$ cat config.mk
export PLATFORM = sky130hd
export DESIGN_NAME = playbus_seq
export DESIGN_NICKNAME = d
export VERILOG_FILES = /design/src/rtl/playbus_seq.sv
export SDC_FILE = /design/constraint.sdc
export NUM_CORES = 1
export LEC_CHECK = 0
export BUFFER_PORTS_ARGS = -buffer_cell sky130_fd_sc_hd__buf_2
export CAP_MARGIN = 10
export CORE_MARGIN = 1.5
export CORE_UTILIZATION = 52
export DETAILED_ROUTE_END_ITERATION = 7
export PLACE_DENSITY = 0.81
export SYNTH_ARGS = -nofsm -noshare
export SYNTH_HDL_FRONTEND = slang
export SYNTH_SLANG_ARGS = --single-unit
$ cat constraint.sdc
create_clock -name CK -period 3 [get_ports CK]
set_clock_uncertainty 0.2 [all_clocks]
set_input_delay 0.3 -clock CK [delete_from_list [all_inputs] [get_ports CK]]
set_output_delay 0.3 -clock CK [all_outputs]
set_load 0.02 [all_outputs]
$ cat src/rtl/playbus_seq.sv
// PlayBus bus-cycle controller: sequences ROM/RAM/switch sources into
// RAM or LED sinks, with optional auto-incrementing block copy into RAM.
module playbus_seq #(
  parameter int AW          = 4,
  parameter int WR_CYCLES   = 1,
  parameter int HOLD_CYCLES = 1
) (
  input  logic          CK,
  input  logic          n_CLR,
  input  logic          GO,
  input  logic          BLOCK,
  input  logic [2:0]    FUNC,
  input  logic [AW-1:0] ADD_IN,
  output logic [AW-1:0] ADD_OUT,
  output logic          n_ROMO,
  output logic          n_RAMO,
  output logic          n_RAMW,
  output logic          n_SWBEN,
  output logic          LEDLTCH,
  output logic          BUSY,
  output logic          DONE,
  output logic [2:0]    St
);

  localparam int MAXC = (WR_CYCLES > HOLD_CYCLES)
                      ? WR_CYCLES : HOLD_CYCLES;
  localparam int CW   = (MAXC > 1) ? $clog2(MAXC) : 1;
  localparam logic [CW-1:0] WR_LAST   = CW'(WR_CYCLES - 1);
  localparam logic [CW-1:0] HOLD_LAST = CW'(HOLD_CYCLES - 1);

  typedef enum logic [2:0] {
    S_IDLE   = 3'd0,
    S_SOURCE = 3'd1,
    S_WRITE  = 3'd2,
    S_HOLD   = 3'd3,
    S_NEXT   = 3'd4,
    S_WAIT   = 3'd5
  } state_t;

  state_t        st, st_nx;
  logic [2:0]    func_r, func_nx;
  logic          block_r, block_nx;
  logic [AW-1:0] add_nx;
  logic          ramw, ramw_nx;
  logic          led_nx;
  logic [CW-1:0] cnt, cnt_nx;
  logic          ram_sink, led_sink;
  logic [2:0]    src_f;
  logic          src_act;

  assign ram_sink = (func_r == 3'd3) || (func_r == 3'd4);
  assign led_sink = (func_r >= 3'd5);

  // State, address, latched request and sink strobes
  always_ff @(posedge CK or negedge n_CLR) begin
    if (!n_CLR) begin
      st      <= S_IDLE;
      func_r  <= 3'd0;
      block_r <= 1'b0;
      ADD_OUT <= '0;
      ramw    <= 1'b0;
      LEDLTCH <= 1'b0;
      cnt     <= '0;
    end else begin
      st      <= st_nx;
      func_r  <= func_nx;
      block_r <= block_nx;
      ADD_OUT <= add_nx;
      ramw    <= ramw_nx;
      LEDLTCH <= led_nx;
      cnt     <= cnt_nx;
    end
  end

  // Next-state sequencing; counter clears whenever state changes
  always_comb begin
    st_nx    = st;
    func_nx  = func_r;
    block_nx = block_r;
    add_nx   = ADD_OUT;
    ramw_nx  = ramw;
    led_nx   = LEDLTCH;
    cnt_nx   = '0;
    unique case (st)
      S_IDLE: begin
        add_nx = ADD_IN;
        if (GO && (FUNC >= 3'd3)) begin
          func_nx  = FUNC;
          block_nx = BLOCK;
          st_nx    = S_SOURCE;
        end
      end
      S_SOURCE: begin
        ramw_nx = ram_sink;
        led_nx  = led_sink;
        st_nx   = S_WRITE;
      end
      S_WRITE: begin
        if (cnt == WR_LAST) begin
          ramw_nx = 1'b0;
          led_nx  = 1'b0;
          st_nx   = S_HOLD;
        end else begin
          cnt_nx = cnt + CW'(1);
        end
      end
      S_HOLD: begin
        if (cnt == HOLD_LAST) begin
          if (block_r && ram_sink && (ADD_OUT != '1))
            st_nx = S_NEXT;
          else
            st_nx = S_WAIT;
        end else begin
          cnt_nx = cnt + CW'(1);
        end
      end
      S_NEXT: begin
        add_nx = ADD_OUT + AW'(1);
        st_nx  = S_SOURCE;
      end
      S_WAIT: begin
        if (!GO) st_nx = S_IDLE;
      end
      default: st_nx = S_IDLE;
    endcase
  end

  // Source enable decode; switches stay on through the func 5 exit cycle
  always_comb begin
    src_f   = func_r;
    src_act = 1'b0;
    unique case (1'b1)
      (st == S_IDLE): begin
        src_f   = FUNC;
        src_act = (FUNC < 3'd3);
      end
      (st == S_SOURCE),
      (st == S_WRITE),
      (st == S_HOLD):
        src_act = 1'b1;
      (st == S_WAIT):
        src_act = GO || (func_r == 3'd5);
      default: src_act = 1'b0;
    endcase
    if (!n_CLR) src_act = 1'b0;
    n_ROMO  = !(src_act && (src_f inside {3'd0, 3'd4, 3'd6}));
    n_RAMO  = !(src_act && (src_f inside {3'd1, 3'd7}));
    n_SWBEN = !(src_act && (src_f inside {3'd2, 3'd3, 3'd5}));
  end

  assign n_RAMW = ~ramw;
  assign BUSY   = (st != S_IDLE);
  assign DONE   = (st == S_WAIT);
  assign St     = st;

endmodule

Word level (Yosys, flattened, before mapping)
Cells that the tools add are included.
{"block": "op_classes", "add_sub_neg": 2, "magnitude_cmp": 3, "eq_ne": 20, "mux": 15, "bitwise": 1, "reduce_logical": 24}
{"op": "3-bit == test (second input constant)", "n": 8}
{"op": "3-bit case mux with 6 select lines", "n": 1}
{"op": "3-bit by 2-bit == test with 1-bit output (second input constant)", "n": 5}
{"op": "3-bit two-way mux", "n": 5}
{"op": "3-bit nonzero test", "n": 3}
{"op": "2-bit != test (second input constant)", "n": 4}
{"op": "4-bit case mux with 2 select lines", "n": 1}
{"op": "3-bit by 1-bit == test with 1-bit output (second input constant)", "n": 2}
{"op": "1-bit logical AND", "n": 6}
{"op": "3-bit zero test", "n": 2}
{"op": "2-bit nonzero test", "n": 3}
{"op": "1-bit two-way mux", "n": 5}
{"op": "4-bit by 1-bit adder with 4-bit output (second input constant)", "n": 1}
{"op": "4-bit != test (second input constant)", "n": 1}
{"op": "1-bit case mux with 2 select lines", "n": 2}
{"op": "2-bit AND reduction", "n": 2}
{"op": "4-bit AND reduction", "n": 1}
{"op": "3-bit by 2-bit greater-or-equal comparator with 1-bit output (second input constant)", "n": 1}
{"op": "3-bit greater-or-equal comparator (second input constant)", "n": 1}
{"op": "1-bit zero test", "n": 3}
{"op": "3-bit by 2-bit < comparator with 1-bit output (second input constant)", "n": 1}
{"op": "1-bit case mux with 3 select lines", "n": 1}
{"op": "3-bit OR reduction", "n": 1}
{"op": "1-bit logical OR", "n": 2}
{"op": "3 further kinds", "n": 3}
{"block": "totals", "regBits": 14, "input_bits": 11, "out_inout_bits": 14, "elab_cells": 72}

Depth between registers and ports, before layout
Gate-level depths: netlist of the first run.
{"block": "logic_depth", "depth_word": 7, "mapped_depth": 5, "depth_no_buf": 4}

Worst setup path before layout of the first run
No wires, ideal clock.
{"block": "synth_path", "path_kind": "register to output", "start": "register st[2], in the netlist St[2]", "end": "output port n_RAMO", "arrival_ps": 1581, "required_ps": 2500, "setup_slack_ps": 919, "stages_incl_launch_ff": 6, "path_buffers": 1, "path_cell_list": "dfrtp_1 buf_2 nor3_4 mux2i_1 nand2b_1 nand4b_1"}
{"block": "synth_between", "elab_chain_len": 6, "word_cells_on_any_way": 14, "cone_classes": "eq/ne (6); mux (3); reduce/logical (5)"}
{"element": "from (decl)", "line": "40", "rtl": "state_t st, st_nx;"}
{"element": "from (signal assigned)", "line": "65", "rtl": "st <= st_nx;"}
{"element": "3-bit by 1-bit == test with 1-bit output, or another cell as far along", "line": "137", "rtl": "(st == S_SOURCE),"}
{"element": "3-bit OR reduction / 3-bit two-way mux (equally long branches)", "line": "132", "rtl": "unique case (1'b1)"}
{"element": "1-bit case mux with 3 select lines, or another cell as far along", "line": "132"}
{"element": "1-bit two-way mux / 2-bit nonzero test (equally long branches)", "line": "145, 147"}
{"element": "1-bit logical AND (*)", "line": "147", "rtl": "n_RAMO = !(src_act && (src_f inside {3'd1, 3'd7}));"}
{"element": "1-bit zero test (*)", "line": "147"}
{"element": "to (decl)", "line": "16", "rtl": "output logic n_RAMO,"}
Mark *: on every way between the ends. The rest lies on a longest branch, timed or not.

Worst setup path after layout of the first run
{"block": "layout_path", "start": "register st[2], in the netlist St[2]", "end": "output port n_SWBEN"}
{"block": "layout_between", "elab_chain_len": 6, "word_cells_on_any_way": 15, "cone_classes": "eq/ne (7); mux (3); reduce/logical (5)"}
{"element": "3-bit by 1-bit == test with 1-bit output, or another cell as far along", "line": "137"}
{"element": "3-bit OR reduction / 3-bit two-way mux (equally long branches)", "line": "132"}
{"element": "1-bit case mux with 3 select lines, or another cell as far along", "line": "132"}
{"element": "1-bit two-way mux / 3-bit nonzero test (equally long branches)", "line": "145, 148"}
{"element": "1-bit logical AND (*)", "line": "148", "rtl": "n_SWBEN = !(src_act && (src_f inside {3'd2, 3'd3, 3'd5}));"}
{"element": "1-bit zero test (*)", "line": "148"}
{"element": "to (decl)", "line": "18", "rtl": "output logic n_SWBEN,"}
Marks and branches as above.

==> results of run 1 <==
==> flip-flops by register name (all words and copies together), names as in the netlist <==
name	cells
ADD_OUT	4
LEDLTCH	1
St	3
block_r	1
func_r	3
ramw	1
==> metal layers <==
| layer | share of wire [%] | global-route usage (%) | vias up |
|---|---|---|---|
| met4 | 0 | 5.63 | 0 |
| li1 | - | - | 362 |
| met3 | 5.7 | 5.17 | 0 |
| met1 | 49 | 28.5 | 333 |
| met5 | 0 | 0 | - |
| met2 | 45 | 26.3 | 27 |
==> placed cells by master, fill, tap and decap left out, types with 2 or more instances in the layout <==
cell type	synthesis	layout
inv_1	4	4
nand3_1	6	6
mux2_1	4	4
dfrtp_1	13	13
nand2b_1	3	3
buf_2	1	24
a22o_1	3	3
o211ai_1	2	2
clkbuf_4	0	3
mux2i_1	5	5
nor2_1	7	7
o21ai_0	4	4
a21oi_1	9	9
nand2_1	5	5
==> worst paths after layout <==
| kind | cells after the start | slack [ns] | to |
|---|---|---|---|
| max | 5 | 0.44 | n_SWBEN |
| min | 2 | 0.04 | block_r |
| max reg2reg | 3 | 1.17 | block_r |
| min reg2reg | 1 | 0.32 | block_r |
| max in group asynchronous | 2 | 2.12 | ADD_OUT[3] |
| min in group asynchronous | 2 | 0.24 | LEDLTCH |
==> critical path, delay by kind of cell, from the launching register on <==
kind / cells / cell delay (ns)
AO/OA/AOI/OAI: 2 / 0.25
multiplexers: 1 / 0.36
AND/OR/NAND/NOR: 1 / 0.39
buffers and inverters: 1 / 0.19
flip-flops: 1 / 0.59
==> per-stage QoR <==
stage | setup slack, ns | cells | hold slack, ns
after detailed placement | 0.761 | 119 | 0.00649
final | 0.445 | 124 | 0.0399
after global routing | 0.266 | 124 | 0.0291
after CTS | 0.459 | 124 | 0.0339
after floorplan | 0.919 | 84 | -0.196
after global placement | 0.841 | 119 | 0.00345
==> power by group through the flow <==
stage | Clock, mW | Combinational, mW | Sequential (mW)
final | 0.109 | 0.619 | 0.412
after global routing | 0.118 | 0.681 | 0.434
after CTS | 0.112 | 0.622 | 0.411
after detailed placement | 0 | 0.620 | 0.415
after global placement | 0 | 0.605 | 0.411
after floorplan | 0 | 0.481 | 0.401
==> cells in the mapped netlist (2+ instances only) <==
master and instances:
inv_1 4, buf_4 2, a21oi_1 9, nand2b_1 3
nor2_1 7, o21ai_0 4, mux2i_1 5, dfrtp_1 13
mux2_1 4, nand3_1 6, nand2_1 5, a22o_1 3
o211ai_1 2
==> logic make-up (layout without fill, tap and decap cells) <==
kind of cell | after synthesis | count (layout)
AOI/OAI and AO/OA | 26 | 26
and+or+nand+nor | 26 | 26
DFF | 13 | 13
muxes | 9 | 9
buffers and inverters | 8 | 33
adders and majority gates | 1 | 1
xor gates and xnor gates | 1 | 1
==> cell type report <==
type	count	area [sq um]	share of cell area [%]
clock buffer	4	26.3	2.78
inverter	4	15.0	1.59
multi-input combinational	63	429	45.4
sequential	13	325	34.4
tap	15	18.8	1.99
timing repair buffer	25	130	13.8
==> metrics.cfg, run 1 <==
[yosys]
syn_area_per_cell_sq_um=9.44
synth-edff-count=0
synth_mux_area_share_pct=12.0
synth_xor_area_share_pct=1.10
synth_top_area_share_pct=41.0
synth-adder-area-share_pct=1.58
synth_top_family_by_area=compound AO/OA/AOI/OAI gates
synth-simple-area-share_pct=17.8
yosysWarnings=0
synth-seq-cells=13
ys_top_cells_by_area=dfrtp_1, mux2i_1, a21oi_1
mappedNetlistArea_sq_um=793
synthCells=84
synth_compound_area_share_pct=21.6
synth.largest_area_cell=dfrtp_1
syn_nets=96
async_flop_share_pct=100
seq_area_frac_synth_pct=41.0
dominantRegCellSynth=dfrtp_1
synthDistinctLibCells=30

[global_routing]
grt_pass1_vias=584
grt.total_usage_pct=18.8
grt-ovfl-total=0
antenna_found_initial=0
grt_first_pass_wirelength_mm=2.56
grt_max_degree=19

[routing]
drcViolationCount=0
finalWirelength_mm=1.60
viasPerCell=5.82
drtIter0Drc=16
drt_pass1_iterations=4
ant_nets=0
via_count=722
wire_per_inst_um=12.9

[worst_hold_path]
hp-class=in -> reg
min_from=BLOCK

[worst_setup_path]
critPathArrivalTime_ns=2.06
cp.required_ns=2.50
worstPathCellList=nor3_4 > mux2i_1 > o211ai_1 > o211ai_1 > buf_2
worst_setup_path_start_kind=flop
path_class=reg -> out
cp_slowest_cell=dfrtp_1
crit_fanout=18
cp_common_cell=o211ai_1
endpoint_kind=primary output
cp_slowest_stage_delay_ns=0.59
crit_start=St[2]
r2r_start=St[2]

[cells_and_area]
syn2layout_area_growth_pct=19.1
fin_area_sq_um=945
final_util_pct=69.1
final_nets=122
antenna_cells=0
nFillCells=133
final_layout_size_suffix_gt1_share_pct=27.5

[timing]
grt_setup_unrepaired=no
setup_tns_ns=0
worst_pin_slew_ns=0.569
relSlewSlack_pct=61.9
fmax_mhz=391
finalMaxSlewViolations=0
hold_violations=0
period_needed_ns=2.56
finalSetupViolations=0
post-route-period-util_pct=85.2

[status]
status=complete, no violations

[placed_design]
place_area_sq_um=908
gp_congestion=0.907
portBuffers=24
dpl.hpwl_mm=1.17

[power_and_ir_drop]
p_switching_uw=560
sequentialPowerShare_pct=36.1
power.share.clock_pct=9.6
power_leakage_nw=0.420
pwr-share-comb_pct=54.3
p_sw_share_pct=49.1
power_mw=1.14
power_density_mw_per_mm2=1210
p_int_uw=580
ir_drop_uv=586

[clocking]
numClockSinks=13
numCtsBuffers=3
clk_latency_ns=0.27
cts-root-buf=clkbuf_4
path_clk_slew_ns=0.08
htreeDepth=1
ctsResizeCount=0
hold_buffers=1
cts_tree=built
cts.path.max_buffers=2
post_cts_buffers=0

[die]
die-area_sq_mm=0.00177
io_pins=25
core-area_sq_mm=0.00137
die_x_um=42.1
initial_utilization_pct=58.1
num_rows=13
die-height_um=42.1

[job]
drv_cap=0

Note: power is estimated with default switching activity, not from simulation.
==> inputs of run 2 (changes only) <==
--- a/config.mk
+++ b/config.mk
@@ -7,7 +7,7 @@
 export LEC_CHECK = 0
 export BUFFER_PORTS_ARGS = -buffer_cell sky130_fd_sc_hd__buf_2
 export CAP_MARGIN = 10
-export CORE_MARGIN = 1.5
+export CORE_MARGIN = 10
 export CORE_UTILIZATION = 52
 export DETAILED_ROUTE_END_ITERATION = 7
 export PLACE_DENSITY = 0.81
==> constraint.sdc (replaced) <==
create_clock -name CK -period 3 [get_ports CK]
set_clock_uncertainty 0.2 [all_clocks]
set_input_delay 0.6 -clock CK [delete_from_list [all_inputs] [get_ports CK]]
set_output_delay 0.6 -clock CK [all_outputs]
set_load 0.02 [all_outputs]
==> metrics.cfg, run 2 (synthesized netlist as in run 1, its figures left out) <==
[status]
status=complete, no violations

[global_routing]
grt_pass1_vias=709
antenna_found_initial=0
grt.total_usage_pct=11.7
grt-ovfl-total=0
grt_first_pass_wirelength_mm=3.27
grt_max_degree=18

[power_and_ir_drop]
pwr-share-comb_pct=58.0
sequentialPowerShare_pct=32.6
p_sw_share_pct=48.7
power.share.clock_pct=9.4
p_switching_uw=576
p_int_uw=607
ir_drop_uv=581
power_density_mw_per_mm2=1220
power_mw=1.18
power_leakage_nw=0.435

[worst_setup_path]
endpoint_kind=primary output
path_class=reg -> out
worstRegToRegCells=4
crit_family=simple AND/OR/NAND/NOR gates
crit_fanout=12
cp_slowest_stage_delay_ns=0.53
cp_slowest_cell=nor2_1
path_depth=4
crit_start=St[0]
worstPathCellList=nor2_1 > a221oi_1 > o211ai_1 > buf_2
critPathArrivalTime_ns=1.90
worst_setup_path_start_kind=flop
critPathBufInv=1
reg2reg_slack_ns=1.24
cp.required_ns=2.20
r2r_start=St[1]

[die]
die-area_sq_mm=0.00349
die_x_um=59.1
io_pins=25
initial_utilization_pct=53.9
num_rows=14
die-height_um=59.1
core-area_sq_mm=0.00147

[cells_and_area]
final_common_cell=buf_2
final_nets=125
final_layout_size_suffix_gt1_share_pct=30.4
top_register=ADD_OUT
largest_register_ffs=4
final_cell_mix=buf_2, dfrtp_1, a21oi_1, nor2_1, nand3_1
fin_cells=128
nFillCells=146
antenna_cells=0
syn2layout_area_growth_pct=21.8

[routing]
wire_per_inst_um=15.3
drtIter0Drc=4
viasPerCell=5.69
finalWirelength_mm=1.96
ant_nets=0
via_count=728
drt_pass1_iterations=4
drcViolationCount=0

[clocking]
cts_tree=built
cts.path.max_buffers=2
numCtsBuffers=3
path_clk_slew_ns=0.08
numClockSinks=13
clk_latency_ns=0.28
htreeDepth=1
cts-root-buf=clkbuf_4

[timing]
finalMaxSlewViolations=0
hold_violations=0
grt_setup_unrepaired=no
relSlewSlack_pct=60.6
setup_tns_ns=0
fmax_mhz=370
worst_pin_slew_ns=0.589
post-route-period-util_pct=90.2
period_needed_ns=2.70
finalSetupViolations=0

[placed_design]
dp_cells=122
gp_congestion=0.814
dpl.hpwl_mm=1.58
portBuffers=24

[worst_hold_path]
hp-class=in -> async

[job]
drv_cap=0

[run 2: final timing paths]
kind	end
max in group asynchronous	ramw
max	n_SWBEN
min reg2reg	block_r
min in group CK	block_r
max reg2reg	func_r[0]
min	ADD_OUT[2]
[run 2: layout make-up]
class,count,area [sq um],area share [%]
multi-input combinational,63,429,44.4
sequential,13,325,33.7
timing repair buffer,28,150,15.5
clock buffer,4,26.3,2.72
tap,16,20.0,2.07
inverter,4,15.0,1.55
[run 2: worst reg2reg max path: cells and delay by family, from the launching register on]
family / cells / cell delay (ns)
buf+inv: 1 / 0.17
flops: 1 / 0.53
mux: 1 / 0.34
simple gates: 2 / 0.40
[run 2: power groups by stage]
| stage | Clock (mW) | Sequential [mW] | Combinational, mW |
|---|---|---|---|
| after floorplan | 0 | 0.401 | 0.481 |
| final | 0.111 | 0.386 | 0.686 |
| after global routing | 0.120 | 0.408 | 0.771 |
| after global placement | 0 | 0.386 | 0.651 |
| after CTS | 0.112 | 0.389 | 0.675 |
| after detailed placement | 0 | 0.392 | 0.674 |
[run 2: stage by stage]
step / util, % / setup WS (ns) / hold WS [ns] / instance area, sq um
3_3_place_gp: 62.8 / 0.513 / 0.286 / 925
5_1_grt: 65.6 / 0.0712 / 0.0673 / 966
6_report: 65.6 / 0.295 / 0.0490 / 966
3_5_place_dp: 62.8 / 0.463 / 0.287 / 925
2_1_floorplan: - / 0.619 / 0.104 / 793
4_1_cts: 64.6 / 0.154 / 0.0560 / 951
[run 2: what timing repair did]
item / in CTS / in global routing
hold buffers: 0 / 0
buffers inserted: 0 / 2
setup endpoints to repair: 0 / 2
resized for setup: 0 / 0
[run 2: routing by layer]
metal  up-vias  track usage, %  part of all wire (%)
met1       340            13.4                    43
met2        19            20.0                    49
met5         -               0                     0
met4         0            3.93                   1.3
li1        365               -                     -
met3         4            3.65                   6.3
==> inputs of run 3 (changes only) <==
--- a/config.mk
+++ b/config.mk
@@ -5,7 +5,7 @@
 export SDC_FILE = /design/constraint.sdc
 export NUM_CORES = 1
 export LEC_CHECK = 0
-export BUFFER_PORTS_ARGS = -buffer_cell sky130_fd_sc_hd__buf_2
+export BUFFER_PORTS_ARGS = -buffer_cell sky130_fd_sc_hd__buf_4
 export CAP_MARGIN = 10
 export CORE_MARGIN = 10
 export CORE_UTILIZATION = 52
==> metrics.cfg, run 3 (synthesized netlist as in run 1, its figures left out) <==
[status]
status=complete, no violations

[routing]
finalWirelength_mm=2.01
maxUsedRoutingLayer=met4
wl_met2_um=987
ant_nets=0
drcViolationCount=0
drtIter0Drc=17
met1_length_um=844
wire_per_inst_um=16.0
drt_pass1_iterations=4
via_count=731
dr_wl_met3_um=156
viasPerCell=5.80

[cells_and_area]
nFillCells=122
top_register=ADD_OUT
largest_register_ffs=4
final_nets=123
multi_input_area_sq_um=435
final_cell_mix=buf_4, dfrtp_1, a21oi_1, nor2_1, nand3_1
seqCellArea_sq_um=325
antenna_cells=0
syn2layout_area_growth_pct=29.0
final_layout_size_suffix_gt1_share_pct=29.1
final_common_cell=buf_4

[die]
io_pins=25
core-area_sq_mm=0.00147
die-height_um=59.1
num_rows=14
die-area_sq_mm=0.00349
die_x_um=59.1
initial_utilization_pct=53.9

[clocking]
clk_latency_ns=0.27
cts.path.max_buffers=2
cts-root-buf=clkbuf_4
cts_tree=built
numClockSinks=13
numCtsBuffers=3
path_clk_slew_ns=0.08
htreeDepth=1

[timing]
worst_slack_ns=0.168
setup_tns_ns=0
relSlewSlack_pct=55.6
worst_pin_slew_ns=0.664
period_needed_ns=2.83
finalMaxSlewViolations=0
grt_setup_unrepaired=no
finalSetupViolations=0
post-route-period-util_pct=94.4
hold_violations=0
fmax_mhz=353

[worst_setup_path]
worst_setup_path_start_kind=input port
crit_fanout=14
path_class=in -> out
r2r_start=St[1]
reg2reg_slack_ns=1.19
worstRegToRegCells=3
critPathArrivalTime_ns=2.03
r2r-end=func_r[0]
endpoint_kind=primary output
cp.required_ns=2.20

[global_routing]
grt_first_pass_wirelength_mm=3.37
grt_max_degree=15
antenna_found_initial=0
grt-ovfl-total=0
grt.total_usage_pct=12.1
grt_pass1_vias=708

[worst_hold_path]
hp-class=reg -> reg
min_to=block_r
min_from=block_r
hold_depth=1

[placed_design]
preCtsSetupSlack_ns=0.494
portBuffers=24
gp_congestion=0.793
dpl.hpwl_mm=1.58

[power_and_ir_drop]
power_density_mw_per_mm2=1200
power_leakage_nw=0.452
ir_drop_uv=689

[job]
drv_cap=0

[run 3: cell types whose count changed in the layout (fill, tap and decap cells not counted), sizes merged]
cell         previous run  this run
buf                    28        25
dlygate4sd3             0         1
[run 3: worst max-delay path: stages]
cell           delay [ns]
dlygate4sd3_1        0.55
buf_6                0.18
o21ai_0              0.12
a221oi_2             0.27
o211ai_1             0.13
buf_4                0.18
[run 3: repair_timing]
item / in CTS / in global routing
setup buffers: 0 / 0
setup endpoints to repair: 0 / 3
hold buffers: 1 / 0
gates resized for setup: 0 / 2
hold endpoints to repair: 13 / 0
[run 3: worst max path at each step]
stage / startpoint / endpoint / slack [ns]
after floorplan: St[2] / n_RAMO / 0.62
after global placement: FUNC[0] / n_SWBEN / 0.50
after detailed placement: FUNC[0] / n_SWBEN / 0.49
after CTS: n_CLR / n_SWBEN / 0.02
after global routing: n_CLR / n_SWBEN / 0.03
final: n_CLR / n_SWBEN / 0.17
[run 3: per-stage QoR]
stage / hold slack (ns) / instances / total power, mW / utilization, % / instance area, sq um
5_1_grt: 0.331 / 126 / 1.33 / 69.6 / 1020
2_1_floorplan: 0.104 / 84 / 0.882 / - / 793
3_5_place_dp: 0.262 / 121 / 1.12 / 66.4 / 977
3_3_place_gp: 0.256 / 121 / 1.09 / 66.4 / 977
6_report: 0.309 / 126 / 1.23 / 69.6 / 1020
4_1_cts: 0.313 / 126 / 1.23 / 68.9 / 1010
[run 3: cell type report]
cell class	count	area share, %
inverter	4	1.47
clock buffer	4	2.57
tap	16	1.96
multi-input combinational	63	42.5
timing repair buffer	26	19.7
sequential	13	31.8
[run 3: report_power, final]
group | internal (mW) | switching, mW | total, mW
registers | 0.260 | 0.150 | 0.409
clock network | 0.0514 | 0.0581 | 0.110
logic | 0.331 | 0.381 | 0.712
[run 3: per-layer routing]
| metal | vias to the layer above | track usage (%) |
|---|---|---|
| li1 | 362 | - |
| met2 | 25 | 20.1 |
| met1 | 337 | 14.2 |
| met3 | 7 | 3.65 |
| met4 | 0 | 4.59 |
| met5 | - | 0 |
